## config.mk

```make
export PLATFORM = sky130hd
export DESIGN_NAME = ml_sync_ctrl
export DESIGN_NICKNAME = d
export VERILOG_FILES = /design/src/rtl/ml_sync_ctrl_pkg.sv /design/src/rtl/ml_sync_ctrl_lock_fsm.sv /design/src/rtl/ml_sync_ctrl.sv
export SDC_FILE = /design/constraint.sdc
export NUM_CORES = 1
export LEC_CHECK = 0
export CAP_MARGIN = 5
export CELL_PAD_IN_SITES_DETAIL_PLACEMENT = 1
export CELL_PAD_IN_SITES_GLOBAL_PLACEMENT = 2
export CORE_ASPECT_RATIO = 0.9
export CORE_MARGIN = 2
export CORE_UTILIZATION = 34
export CTS_BUF_LIST = sky130_fd_sc_hd__clkbuf_4 sky130_fd_sc_hd__clkbuf_8
export DETAILED_ROUTE_END_ITERATION = 10
export PLACE_DENSITY = 0.88
export SYNTH_ARGS = -nofsm -noshare
export SYNTH_HDL_FRONTEND = slang
export SYNTH_SLANG_ARGS = --single-unit
```

## constraint.sdc

```tcl
create_clock -name clk -period 7.79 [get_ports clk]
set_input_delay 1.558 -clock clk [delete_from_list [all_inputs] [get_ports clk]]
set_output_delay 1.558 -clock clk [all_outputs]
set_load 0.02 [all_outputs]
```

## src/rtl/ml_sync_ctrl_pkg.sv

```systemverilog
// ml_sync_ctrl_pkg: shared types and defaults for the ML CP-correlation sync controller
package ml_sync_ctrl_pkg;
  localparam int N_MAX_DEF      = 2048;
  localparam int L_MAX_DEF      = 512;
  localparam int CNT_W_DEF      = 13;
  localparam int THETA_W_DEF    = 12;
  localparam int EPS_W_DEF      = 16;
  localparam int PIPE_DELAY_DEF = 12;
  typedef logic [CNT_W_DEF-1:0]   cnt_t;
  typedef logic [THETA_W_DEF-1:0] theta_t;
  typedef logic [EPS_W_DEF-1:0]   eps_t;
  typedef enum logic [1:0] {SEARCH, TRACK, LOCKED} sync_state_e;
endpackage

```

## src/rtl/ml_sync_ctrl_lock_fsm.sv

```systemverilog
// sync_lock_fsm: declares timing lock when successive theta estimates agree modulo P
module sync_lock_fsm
  import ml_sync_ctrl_pkg::*;
#(
  parameter int THETA_W  = THETA_W_DEF,
  parameter int CNT_W    = CNT_W_DEF,
  parameter int TOL      = 2,
  parameter int LOCK_CNT = 3,
  parameter int MISS_MAX = 2
) (
  input  logic               clk,
  input  logic               rst,
  input  logic               i_clear,
  input  logic               i_strobe,
  input  logic [THETA_W-1:0] i_theta,
  input  logic [CNT_W-1:0]   i_p,
  output logic               o_locked
);
  localparam int MW = $clog2(LOCK_CNT + 1);
  localparam int XW = $clog2(MISS_MAX + 1);
  sync_state_e r_state, w_next;
  logic [THETA_W-1:0] r_prev;
  logic [MW-1:0] r_match_cnt;
  logic [XW-1:0] r_miss_cnt;
  logic [CNT_W-1:0] w_d, w_dist;
  logic w_match;
  // circular distance: the shorter way round a period of P samples
  always_comb begin
    w_d = (i_theta > r_prev) ? CNT_W'(i_theta - r_prev) : CNT_W'(r_prev - i_theta);
    w_dist = (w_d < i_p - w_d) ? w_d : i_p - w_d;
    w_match = w_dist <= CNT_W'(TOL);
  end
  always_ff @(posedge clk)
    if (rst || i_clear) begin
      r_state     <= SEARCH;
      r_prev      <= '0;
      r_match_cnt <= '0;
      r_miss_cnt  <= '0;
    end else if (i_strobe) begin
      r_state     <= w_next;
      r_prev      <= i_theta;
      r_match_cnt <= (r_state == TRACK && w_next == TRACK && w_match) ? r_match_cnt + MW'(1) : '0;
      r_miss_cnt  <= (r_state == LOCKED && w_next == LOCKED && !w_match) ? r_miss_cnt + XW'(1) : '0;
    end
  always_comb begin
    w_next = r_state;
    if (i_strobe)
      w_next = (r_state == SEARCH) ? TRACK
             : (r_state == TRACK) ? ((w_match && r_match_cnt == MW'(LOCK_CNT - 1)) ? LOCKED : TRACK)
             : ((!w_match && r_miss_cnt == XW'(MISS_MAX - 1)) ? SEARCH : LOCKED);
  end
  always_comb o_locked = r_state == LOCKED;
endmodule

```

## src/rtl/ml_sync_ctrl.sv

```systemverilog
// ml_sync_ctrl: sample counting, boundary strobe delay, theta/epsilon capture and lock tracking
module ml_sync_ctrl
  import ml_sync_ctrl_pkg::*;
#(
  parameter int N_MAX      = N_MAX_DEF,
  parameter int L_MAX      = L_MAX_DEF,
  parameter int CNT_W      = CNT_W_DEF,
  parameter int THETA_W    = THETA_W_DEF,
  parameter int EPS_W      = EPS_W_DEF,
  parameter int PIPE_DELAY = PIPE_DELAY_DEF,
  parameter int TOL        = 2,
  parameter int LOCK_CNT   = 3,
  parameter int MISS_MAX   = 2,
  localparam int LW        = $clog2(L_MAX + 1)
) (
  input  logic               clk,
  input  logic               rst,
  input  logic               in_valid,
  input  logic [1:0]         cfg_n_sel,
  input  logic [LW-1:0]      cfg_l,
  input  logic               cfg_load,
  input  logic [THETA_W-1:0] theta_in,
  input  logic [EPS_W-1:0]   eps_in,
  output logic [THETA_W-1:0] theta,
  output logic [EPS_W-1:0]   epsilon,
  output logic               out_valid,
  output logic               locked,
  output logic [CNT_W-1:0]   sym_period
);
  logic [CNT_W-1:0] r_n, r_l, r_cnt;
  logic [CNT_W-1:0] w_n, w_l, w_p;
  logic r_pulse;
  logic [PIPE_DELAY-1:0] r_pipe;
  logic w_s;
  always_comb begin
    w_n = CNT_W'(N_MAX) >> cfg_n_sel;
    w_l = (cfg_l == '0 || cfg_l > LW'(L_MAX)) ? CNT_W'(L_MAX) : CNT_W'(cfg_l);
    w_p = r_n + r_l;
    w_s = r_pipe[PIPE_DELAY-1];
  end
  assign sym_period = w_p;
  // first window spans 2N+L samples; each later window spans one symbol P
  always_ff @(posedge clk)
    if (rst) begin
      r_n       <= CNT_W'(N_MAX);
      r_l       <= CNT_W'(L_MAX);
      r_cnt     <= CNT_W'(2 * N_MAX + L_MAX - 1);
      r_pulse   <= 1'b0;
      r_pipe    <= '0;
      theta     <= '0;
      epsilon   <= '0;
      out_valid <= 1'b0;
    end else if (cfg_load) begin
      r_n       <= w_n;
      r_l       <= w_l;
      r_cnt     <= (w_n << 1) + w_l - CNT_W'(1);
      r_pulse   <= 1'b0;
      r_pipe    <= '0;
      out_valid <= 1'b0;
    end else begin
      r_pulse   <= in_valid && r_cnt == '0;
      r_pipe    <= {r_pipe[PIPE_DELAY-2:0], r_pulse};
      out_valid <= w_s;
      if (in_valid) r_cnt <= (r_cnt == '0) ? w_p - CNT_W'(1) : r_cnt - CNT_W'(1);
      if (w_s) begin
        theta   <= theta_in;
        epsilon <= eps_in;
      end
    end
  sync_lock_fsm #(
    .THETA_W (THETA_W),
    .CNT_W   (CNT_W),
    .TOL     (TOL),
    .LOCK_CNT(LOCK_CNT),
    .MISS_MAX(MISS_MAX)
  ) u_lock (
    .clk     (clk),
    .rst     (rst),
    .i_clear (cfg_load),
    .i_strobe(w_s && !cfg_load),
    .i_theta (theta_in),
    .i_p     (w_p),
    .o_locked(locked)
  );
endmodule
```

==> results by group, run 1 <==
CTS
  – CTS tree: built
  – CTS Buf Count: 9
  – CTS root buffer: clkbuf_8
  – Depth of the CTS H-tree: 3
  – Clock-pin slew on the worst setup and hold paths: 110 ps
  – Maximum clock path buffer count: 2
  – Clk sink count: 87
  – Hold Buf Count CTS: 0
  – Worst-skew pair later-pin latency: 370 ps

Synth
  – Post-Synth Adder-Cell Area: 15.11%
  – Synth Area in Simple Gates: 20.09%
  – Post-synthesis xor/xnor area fraction: 4.992%
  – Main combinational cell family by area after synthesis: compound AO/OA/AOI/OAI gates
  – Register area share after synthesis: 26.93%
  – Synth Register Bits: 87
  – Synthesis warning total: 0
  – Share of synthesized registers carrying an async set or reset: 0%
  – Multiplexer share of the synthesized area: 4.257%
  – Post-synthesis compound-gate area fraction: 21.30%
  – Area of the mapped netlist: 0.006466 sq mm
  – Ys flop type: dfxtp_1
  – Post-Syn Nets: 922
  – Post-synth EDFFs: 0
  – Syn_area_per_cell: 8.043 sq um
  – Unique cell type count in the Yosys netlist: 77
  – Cells after synthesis: 804

Routing
  – DRC errors left: 0
  – Post-DRT Antenna Nets: 0
  – Via count: 5836
  – Drt wl/cell: 15.15 microns
  – DR iter-0 viols: 189
  – Final WL: 17.29 mm
  – DR vias/cell: 5.115
  – 1st-pass router iterations: 4

Finish
  – Area of the multi-input gates: 0.004318 sq mm
  – Design area: 0.007951 sq mm
  – Most common cell after layout, fill and taps aside: nand2_1
  – Register area: 0.001742 sq mm
  – Post-layout net count: 1009
  – Antenna cells: 0
  – Commonest non-fill, non-tap cells in the layout: nand2_1 (103), a21oi_1 (88), dfxtp_1 (87)
  – Area growth from synthesis to layout: 22.97%
  – Layout cells sized above 1: 10.04%
  – Final Core Density: 42.92%
  – Fin cells: 1141
  – # fillers: 2251

Timing
  – Final Max Slew Viols: 0
  – Final hold vios: 0
  – Measured slew at the worst slew-check pin: 1003 ps
  – Clock Skew: 12.89 ps
  – Period utilisation layout: 94.13%
  – Peak Freq: 0.1364 GHz
  – Hold Slack: 434.0 ps
  – Final WS setup: 457.5 ps
  – Slew margin rel.: 32.88%
  – Post-route minimum period: 7333 ps
  – Final Setup Violations: 0
  – Unrepaired setup endpoints after global routing: no
  – Setup TNS: 0 ps

Global routing
  – Global routing usage on met1: 24.12%
  – Most crowded layer after global routing: met2
  – GRT Resource Usage Total: 17.64%
  – Met2 usage: 29.31%
  – Vias in the first global route: 5850
  – Antenna violations before repair: 0
  – Global route overflow: 0
  – First-pass GRT wire length: 28.99 mm
  – GR Util met3: 2.601%
  – Largest net degree at the start of global routing: 58

Floorplan
  – Row cnt: 47
  – Initial Util: 34.91%
  – Die Wd: 149.4 microns
  – Die area: 0.02014 sq mm
  – Die Y-Extent: 134.8 microns
  – Core box area: 0.01852 sq mm
  – Total I/O pin count: 87

Worst setup path
  – Crit Path Class: in -> reg
  – Slowest cell on crit path: clkdlybuf4s50_1
  – Critical path's top delay family: compound AO/OA/AOI/OAI gates
  – CP Max Fanout: 6
  – Critical Path Sink Type: flop
  – Crit-path max cell delay: 510 ps
  – WP buf/inv: 5
  – Critical Path AT: 7600 ps
  – CP startpoint kind: input pin
  – CP Data Required Time: 8060 ps

Placed design
  – Placed Cells: 1123
  – Place WS: -216.8 ps
  – Placed cell areas: 0.007665 sq mm
  – RD Place Congestion: 0.8097
  – Hpwl dp: 13.69 mm
  – Port Buffers: 86

Flow run
  – Max-capacitance violation count: 0

Min path
  – HP Class: reg -> reg

Pwr
  – Static leakage: 3.307 nW
  – Worst VDD drop: 0.00009201 V
  – Total power: 1.175 mW
  – Pwr Density: 147.8 mW/mm^2

Status
  – Status: complete, no violations
## synthesized netlist by cell type, drive strengths merged (6+ instances only)
master / count / area (sq um)
a211o: 9 / 78.83
a211oi: 7 / 77.58
a21o: 23 / 172.7
a21oi: 89 / 456.7
a31oi: 8 / 65.06
and2: 15 / 93.84
and3: 7 / 43.79
buf: 16 / 101.3
clkbuf: 26 / 97.59
dfxtp: 87 / 1742
ha: 69 / 863.3
inv: 73 / 274.0
mux2i: 19 / 215.2
nand2: 104 / 392.9
nand2b: 18 / 112.6
nand3: 12 / 60.06
nor2: 46 / 180.2
nor2b: 10 / 62.56
nor3: 14 / 75.07
nor4: 7 / 56.30
o21ai: 26 / 133.9
or3: 6 / 47.54
or4: 7 / 52.55
xnor2: 21 / 183.9
xor2: 15 / 138.9
## flip-flops by register name (all words and copies together), names as in the netlist, 4 cells and up
name / count
epsilon: 16
r_cnt: 13
r_pipe: 12
theta: 12
u_lock.r_prev: 12
r_l: 10
r_n: 4
## layer usage
layer | share of wire (%) | up-vias | wire length (microns)
met1 | 49 | 2811 | 8547
met3 | 2.6 | 12 | 456
met2 | 47 | 60 | 8109
met4 | 1.0 | 0 | 174
li1 | - | 2953 | -
met5 | 0 | - | 0
## cells by family (layout without fill, tap and decap cells)
| logic type | count (synthesis) | in the layout |
|---|---|---|
| and+or+nand+nor | 262 | 262 |
| buffers and inverters | 115 | 207 |
| AOI/OAI and AO/OA | 205 | 205 |
| DFF | 87 | 87 |
| xor gates and xnor gates | 36 | 36 |
| adders and majority gates | 75 | 75 |
| muxes | 24 | 24 |
## what timing repair did
item,4_1_cts,5_1_grt
resized for setup,0,14
buffers inserted,0,2
endpoints found under the setup margin,0,6
## power breakdown
part / internal [mW] / switching, mW / leakage (nW) / total (mW)
clock: 0.129 / 0.196 / 0.104 / 0.325
sequential: 0.455 / 0.0129 / 0.706 / 0.467
combinational: 0.179 / 0.204 / 2.50 / 0.383
total: 0.762 / 0.413 / 3.31 / 1.17
## worst paths after layout
kind | start | endpoint | slack (ps) | cells past startpoint
max | theta_in[10] | u_lock.r_state[0] | 460 | 28
min | r_pulse | r_pipe[0] | 430 | 1
max reg2reg | u_lock.r_prev[8] | u_lock.r_state[0] | 1860 | 26
min reg2reg | r_pulse | r_pipe[0] | 430 | 1
## final cells by class
| type | instances | share of cell area [%] |
|---|---|---|
| clock buffer | 9 | 1.558 |
| clock inverter | 7 | 1.054 |
| inverter | 73 | 3.446 |
| multi-input combinational | 602 | 54.30 |
| sequential | 87 | 21.90 |
| tap | 245 | 3.855 |
| timing repair buffer | 118 | 13.88 |
Power figures use the tool's default switching activity.
==> inputs of run 2 (changes only) <==
==> constraint.sdc (replaced) <==
create_clock -name clk -period 7.79 [get_ports clk]
set_input_delay 1.558 -clock clk [delete_from_list [all_inputs] [get_ports clk]]
set_output_delay 1.558 -clock clk [all_outputs]
set_load 0.1 [all_outputs]
==> results of run 2 <==
The final DEF is identical to that of run 1. Status: complete, no violations.
Among the figures that moved: total power 1.175 mW -> 1.196 mW; worst IR drop on VDD 0.00009201 V -> 0.00009228 V
